`src/rtl/div_unit.sv`:
```
// Multi-cycle radix-2 restoring divider for DIV/DIVU; quotient -> lo_o, remainder -> hi_o.
// Optional: define DIV_ZERO_FAST_EN to finish a divide-by-zero in one cycle instead of WIDTH.
module div_unit #(
    parameter int WIDTH = 32
) (
    input  logic             clk,
    input  logic             resetn,
    input  logic [7:0]       alucontrol,
    input  logic             valid_i,
    input  logic [WIDTH-1:0] a,
    input  logic [WIDTH-1:0] b,
    input  logic             annul,
    output logic             stall_o,
    output logic             ready_o,
    output logic [WIDTH-1:0] hi_o,
    output logic [WIDTH-1:0] lo_o
);

    localparam logic [7:0] EXE_DIV_OP  = 8'b00011010;
    localparam logic [7:0] EXE_DIVU_OP = 8'b00011011;
    localparam int         CW          = $clog2(WIDTH) + 1;

    typedef enum logic [1:0] {IDLE, BUSY, DONE} state_t;

    state_t           state;
    logic [CW-1:0]    cnt;
    logic [WIDTH:0]   rem;
    logic [WIDTH-1:0] quo;
    logic [WIDTH-1:0] dvs;
    logic [WIDTH-1:0] dvd_raw;
    logic             neg_q;
    logic             neg_r;
    logic             by_zero;

    logic             is_div;
    logic             signed_op;
    logic             start;
    logic [WIDTH-1:0] a_mag;
    logic [WIDTH-1:0] b_mag;
    logic [WIDTH:0]   rem_sh;
    logic [WIDTH:0]   trial;
    logic [WIDTH:0]   rem_nx;
    logic [WIDTH-1:0] quo_nx;
    logic [WIDTH-1:0] q_fix;
    logic [WIDTH-1:0] r_fix;

    always_comb begin
        is_div    = (alucontrol == EXE_DIV_OP) || (alucontrol == EXE_DIVU_OP);
        signed_op = (alucontrol == EXE_DIV_OP);
        start     = (state == IDLE) && valid_i && is_div && !annul;
        stall_o   = resetn && !annul && (start || (state == BUSY));
        a_mag     = (signed_op && a[WIDTH-1]) ? -a : a;
        b_mag     = (signed_op && b[WIDTH-1]) ? -b : b;

        // quo starts out holding the dividend; its MSBs feed rem while quotient bits fill from the LSB.
        rem_sh = {rem[WIDTH-1:0], quo[WIDTH-1]};
        trial  = rem_sh - {1'b0, dvs};
        rem_nx = trial[WIDTH] ? rem_sh : trial;
        quo_nx = {quo[WIDTH-2:0], ~trial[WIDTH]};
        q_fix  = neg_q ? -quo_nx : quo_nx;
        r_fix  = neg_r ? -rem_nx[WIDTH-1:0] : rem_nx[WIDTH-1:0];
    end

    always_ff @(posedge clk) begin
        if (!resetn) begin
            state   <= IDLE;
            cnt     <= '0;
            rem     <= '0;
            quo     <= '0;
            dvs     <= '0;
            dvd_raw <= '0;
            neg_q   <= 1'b0;
            neg_r   <= 1'b0;
            by_zero <= 1'b0;
            ready_o <= 1'b0;
            hi_o    <= '0;
            lo_o    <= '0;
        end else begin
            ready_o <= 1'b0;
            if (annul) begin
                state <= IDLE;
            end else begin
                case (state)
                    IDLE: begin
                        if (start) begin
                            cnt     <= '0;
                            rem     <= '0;
                            quo     <= a_mag;
                            dvs     <= b_mag;
                            dvd_raw <= a;
                            neg_q   <= signed_op && (a[WIDTH-1] ^ b[WIDTH-1]);
                            neg_r   <= signed_op && a[WIDTH-1];
                            by_zero <= (b == '0);
                            state   <= BUSY;
`ifdef DIV_ZERO_FAST_EN
                            if (b == '0) begin
                                state   <= DONE;
                                ready_o <= 1'b1;
                                hi_o    <= a;
                                lo_o    <= '1;
                            end
`endif
                        end
                    end
                    BUSY: begin
                        rem <= rem_nx;
                        quo <= quo_nx;
                        if (cnt == CW'(WIDTH - 1)) begin
                            state   <= DONE;
                            ready_o <= 1'b1;
                            if (by_zero) begin
                                hi_o <= dvd_raw;
                                lo_o <= '1;
                            end else begin
                                hi_o <= r_fix;
                                lo_o <= q_fix;
                            end
                        end else begin
                            cnt <= cnt + CW'(1);
                        end
                    end
                    DONE:    state <= IDLE;
                    default: state <= IDLE;
                endcase
            end
        end
    end

endmodule

```
`config.mk`:
```
export PLATFORM = sky130hd
export DESIGN_NAME = div_unit
export DESIGN_NICKNAME = d
export VERILOG_FILES = /design/src/rtl/div_unit.sv
export SDC_FILE = /design/constraint.sdc
export NUM_CORES = 1
export LEC_CHECK = 0
export BUFFER_PORTS_ARGS = -buffer_cell sky130_fd_sc_hd__buf_4
export CAP_MARGIN = 5
export CORE_MARGIN = 8
export CORE_UTILIZATION = 41
export DETAILED_ROUTE_END_ITERATION = 7
export HOLD_SLACK_MARGIN = 0.03
export PLACE_DENSITY_LB_ADDON = 0.2
export SLEW_MARGIN = 10
export SYNTH_ARGS = -nofsm -noshare
export SYNTH_HDL_FRONTEND = slang
export SYNTH_SLANG_ARGS = --single-unit
```
`constraint.sdc`:
```
create_clock -name clk -period 9.8 [get_ports clk]
set_input_delay 0.98 -clock clk [delete_from_list [all_inputs] [get_ports clk]]
set_output_delay 0.98 -clock clk [all_outputs]
set_load 0.02 [all_outputs]
```
== After elaboration in Yosys (flattened, before gate mapping) ==
Cells that the tools add are included.

* $add $sub $neg: 6
* Equality and inequality tests: 7
* Mux-type cells: 18
* Bitwise logic cells: 5
* Reductions and logical operators: 21

{| class="wikitable"
|+ Operators with widths
! kind !! number
|-
| 2-to-1 mux 32 bit || 9
|-
| negation 32 bit || 4
|-
| case mux 32 bit (2 select lines) || 2
|-
| subtractor 33 x 32 -> 33 bit || 1
|-
| logical NOT 32 bit || 1
|-
| equality test 8 x 5 -> 1 bit, second input constant || 2
|-
| 2-to-1 mux 6 bit || 2
|-
| case mux 6 bit (2 select lines) || 1
|-
| AND reduction 3 bit || 3
|-
| logical AND 1 bit || 8
|-
| adder 6 x 1 -> 6 bit, second input constant || 1
|-
| equality test 6 x 5 -> 1 bit, second input constant || 1
|-
| 2-to-1 mux 2 bit || 2
|-
| inequality test 2 bit, second input constant || 2
|-
| inverter 1 bit || 4
|-
| case mux 2 bit (2 select lines) || 1
|-
| AND reduction 4 bit || 1
|-
| OR reduction 3 bit || 1
|-
| equality test 2 x 1 -> 1 bit, second input constant || 1
|-
| logical NOT 2 bit || 1
|-
| logical OR 1 bit || 2
|-
| inequality test 2 x 1 -> 1 bit, second input constant || 1
|-
| AND reduction 2 bit || 1
|-
| nonzero test 2 bit || 1
|-
| 4 further kinds || 4
|}

* Bits in registers: 204
* Input port bits: 76
* Output and inout port bits: 66
* Logic and storage cells: 69

== Longest topological paths before layout ==
* Depth after elaboration: 6
* Gate-level depth with buffers: 27
* Gate-level depth less buffers: 23

== Worst setup path before layout ==
Ideal clock, no wire load.

* Kind: register to register
* Start: register quo[31]
* End: register hi_o[26]
* Library setup time: 0.131 ns
* Arrival time: 4.887 ns
* Data required time: 9.669 ns
* Path slack: 4.782 ns
* Cell stages (with the launch flop): 28
* Path buffers: 4
* Period minus slack after synthesis: 5.018 ns
* Path through: dfxtp_1 -> inv_1 -> ha_1 -> inv_1 -> fa_1 -> a211oi_4 -> o31ai_4 -> o2111ai_1 -> nand2_1 -> a311oi_2 -> nor2_2 -> buf_6 -> inv_1 -> clkbuf_8 -> buf_2 -> buf_2 -> nor2_1 -> a21oi_1 -> ha_1 -> nand2_1 -> or3_1 -> nor3_1 -> o21ai_0 -> o311ai_2 -> o21ai_0 -> a221oi_1 -> xnor2_1 -> o22ai_1

* Longest elaborated chain between the ends: 5

{| class="wikitable"
|+ Ends and longest elaborated chain
! item !! line !! RTL
|-
| from (decl) || 28 || <nowiki>logic [WIDTH-1:0] quo;</nowiki>
|-
| from (signal assigned) || 88 || <nowiki>quo <= a_mag;</nowiki>
|-
| from (signal assigned) || 107 || <nowiki>quo <= quo_nx;</nowiki>
|-
| subtractor 33 x 32 -> 33 bit || 57 || <nowiki>trial = rem_sh - {1'b0, dvs};</nowiki>
|-
| 2-to-1 mux 32 bit (*) || 58 || <nowiki>rem_nx = trial[WIDTH] ? rem_sh : trial;</nowiki>
|-
| negation 32 bit || 61 || <nowiki>r_fix = neg_r ? -rem_nx[WIDTH-1:0] : rem_nx[WIDTH-1:0];</nowiki>
|-
| 2-to-1 mux 32 bit (*) || 61 ||
|-
| 2-to-1 mux 32 bit (*) || 111 || <nowiki>if (by_zero) begin</nowiki>
|-
| to (signal assigned) || 112 || <nowiki>hi_o <= dvd_raw;</nowiki>
|-
| to (signal assigned) || 115 || <nowiki>hi_o <= r_fix;</nowiki>
|-
| to (decl) || 15 || <nowiki>output logic [WIDTH-1:0] hi_o,</nowiki>
|}

Every way passes the cells marked *; elsewhere a longest branch is shown, timed or not.
A chain may end at the register's enable or synchronous reset.

== Worst setup path after layout ==
Ends and elaborated chain as after synthesis.

==> run metrics <==
post-detail-place hpwl=30.4 mm; fin crit share=54.2%; worst setup path category=reg2reg; Worst Reg2Reg Path Length in Cells=22; worst slack, placed=4.54 ns; Unique masters post-synth=98; CTS tree=built; critical path peak fanout=15; core area=31,400 um2; largest net degree at the start of global routing=93; Worst-Margin Slew=1.17 ns; IO Port Bufs=141; Critical Path Start=quo[31]; H-tree Lvls=1; maximum VDD drop=0.000112 V; routed wire length per instance=18.7 um; first-pass GRT wire length=66.0 mm; WHS Path Cells=2; GRT Util Overall=20.9%; setup violators final=0; cts bufs inserted=24; Reg2Reg Setup Slack=4.49 ns; max capacitance violation total=0; # IOs=142; Primary FF master, synth=dfxtp_1; antenna violations before repair=0; Syn Nets=1,824; unrepaired setup endpoints after global routing=false; Worst R2R Start=quo[31]; CTS Sinks=204; Longest Clk Path Bufs=3; Tmin final=5.31 ns; Worst setup endpoint=hi_o[26]; Fin Setup TNS=0 ns; placed cell count=2,157; commonest non-fill, non-tap cell in the layout=a21oi_1; worst min path class=reg2reg; Post-synth EDFFs=0; fin util=47.6%; Hold Vio Cnt, Final=0; Row Count=65; Yosys reg bits=204; # Post-CTS Setup Buffers=0; DRT antenna net count=0; worst skew pair latency=0.53 ns; cell count after synthesis=1,710; critical path arrival=5.71 ns; Critical Path End Type=flop; clock skew=0.0102 ns; Starting Density=41.4%; worst path required time=10.21 ns; nets=1,895; Die Y-Extent=194 um; post-CTS sizing=0; non-filler cells, final=2,195; Pleak=5.88 nW; crit path launch type=flop; most frequent cells in the layout=207 x a21oi_1, 203 x dfxtp_1, 194 x nand2_1; Clk pin slew, worst setup/hold paths=0.06 ns; cts hold-fix bufs=0; Slew HR=22.1%; sequential area share after synthesis=31.4%; PnR Total Power=1.85 mW; routed vias=12,800; Via density=5.81; Syn Area/Cell=7.60 um2; Congestion Overflow GR=0; max frequency=188 MHz; asr flop ratio synth=0%; share of layout cells above drive strength 1=12.9%; Synthesis Warnings=0; Die ar.=37,700 um2; status=finished clean; setup ws final=4.49 ns; Area Growth Syn to Fin=15.0%; n_diodes=0; DRC viols=0; r2r endpoint=hi_o[26]; Detailed Route Iter0 Violations=1,099; Slew Limit Fails=0; clock root buffer=clkbuf_16; Placer Congestion=0.889; Detailed Routing Iterations Pass 1=6; Die X=194 um; post-synthesis cell area=13,000 um2; total wire length=41.1 mm; vias in the first global route=12,000; Pwr per Cell Area=124 nW/um2
## cell type report
type	instances	area (um2)
Fill cell	3175	16400
Multi-Input combinational cell	1344	8290
Sequential cell	204	4090
Timing Repair Buffer	155	1160
Clock buffer	37	699
Tap cell	402	503
Inverter	52	198
Clock inverter	1	16.3
## worst max-delay path, cell delays in order, from the launching register on
cell       delay, ns
dfxtp_1         0.32
inv_1           0.07
ha_1            0.16
inv_1           0.05
fa_1            0.43
a211oi_4        0.30
o31ai_4         0.14
o2111ai_1       0.20
nand2_1         0.18
a32o_1          0.46
nor2_4          0.33
inv_1           0.13
a21oi_1         0.27
ha_1            0.28
nand2_1         0.16
or3_1           0.41
nor3_1          0.16
o21ai_0         0.14
o311ai_2        0.14
o21ai_0         0.28
a221oi_1        0.31
xnor2_1         0.16
o22ai_1         0.09
## worst min path at each step
stage / from / to / slack, ns
floorplan: dvd_raw[31] / dvd_raw[31] / 0.43
global placement: dvd_raw[7] / dvd_raw[7] / 0.44
detailed placement: dvd_raw[26] / dvd_raw[26] / 0.45
CTS: dvd_raw[26] / dvd_raw[26] / 0.45
global route: dvd_raw[29] / dvd_raw[29] / 0.47
finish: dvd_raw[3] / dvd_raw[3] / 0.45
## routing by layer
layer | global-route usage (%) | vias to the layer above | part of all wire, %
met2 | 33.5 | 387 | 44
met5 | 0 | - | 0
met4 | 5.46 | 0 | 2.2
met3 | 3.38 | 49 | 6.4
met1 | 28.8 | 6013 | 47
li1 | - | 6310 | -
## registers in the layout, summed over array words and instances, names as in the netlist
register / count
lo_o: 32
rem: 32
by_zero: 1
hi_o: 32
state: 2
quo: 32
neg_q: 1
neg_r: 1
dvd_raw: 32
cnt: 6
dvs: 32
ready_o: 1
## synthesized netlist by cell type (5+ instances only)
master | number | share of area (%)
dfxtp_1 | 204 | 31
a31o_2 | 6 | 0.40
a31oi_1 | 12 | 0.58
a21oi_1 | 207 | 8.0
o41ai_1 | 13 | 0.88
or3_1 | 28 | 1.3
buf_2 | 10 | 0.39
o21a_1 | 9 | 0.52
o31a_1 | 7 | 0.47
a21o_1 | 6 | 0.35
and2_1 | 9 | 0.43
ha_1 | 37 | 3.6
nor2_1 | 188 | 5.4
o211ai_1 | 17 | 0.98
nor2b_1 | 8 | 0.39
o31ai_1 | 24 | 1.4
and3_1 | 11 | 0.53
xor2_1 | 75 | 5.1
or4_1 | 11 | 0.64
nand3b_1 | 6 | 0.35
nand4_1 | 8 | 0.39
mux2i_1 | 27 | 2.1
nand3_1 | 28 | 1.1
o311ai_0 | 7 | 0.47
clkbuf_1 | 91 | 2.6
a311oi_1 | 14 | 0.94
nand2_1 | 194 | 5.6
nor4_1 | 12 | 0.58
o21ai_1 | 5 | 0.19
nor3_1 | 39 | 1.5
xnor2_1 | 48 | 3.2
nand2b_1 | 11 | 0.53
o211a_1 | 10 | 0.77
a211oi_1 | 64 | 3.7
o21ai_0 | 120 | 4.6
inv_1 | 50 | 1.4
## power by group
group	switching, mW	internal, mW
Combinational	0.106	0.0688
Sequential	0.000531	0.830
Clock	0.360	0.485
## per-stage QoR
stage,hold WS (ns),cell area [um2]
2_1_floorplan,0.431,13000
3_3_place_gp,0.441,14200
3_5_place_dp,0.445,14200
4_1_cts,0.453,15000
5_1_grt,0.467,15000
6_report,0.455,15000
## cells by family (layout without fill, tap and decap cells)
family | Yosys count | after routing | synth area share (%)
DFF | 204 | 204 | 31.4
AOI/OAI and AO/OA | 573 | 573 | 28.6
buffers and inverters | 162 | 245 | 5.08
xor gates and xnor gates | 123 | 123 | 8.29
muxes | 28 | 28 | 2.17
and+or+nand+nor | 582 | 582 | 20.8
adders and majority gates | 38 | 38 | 3.72
(Power assumes the default switching activity.)
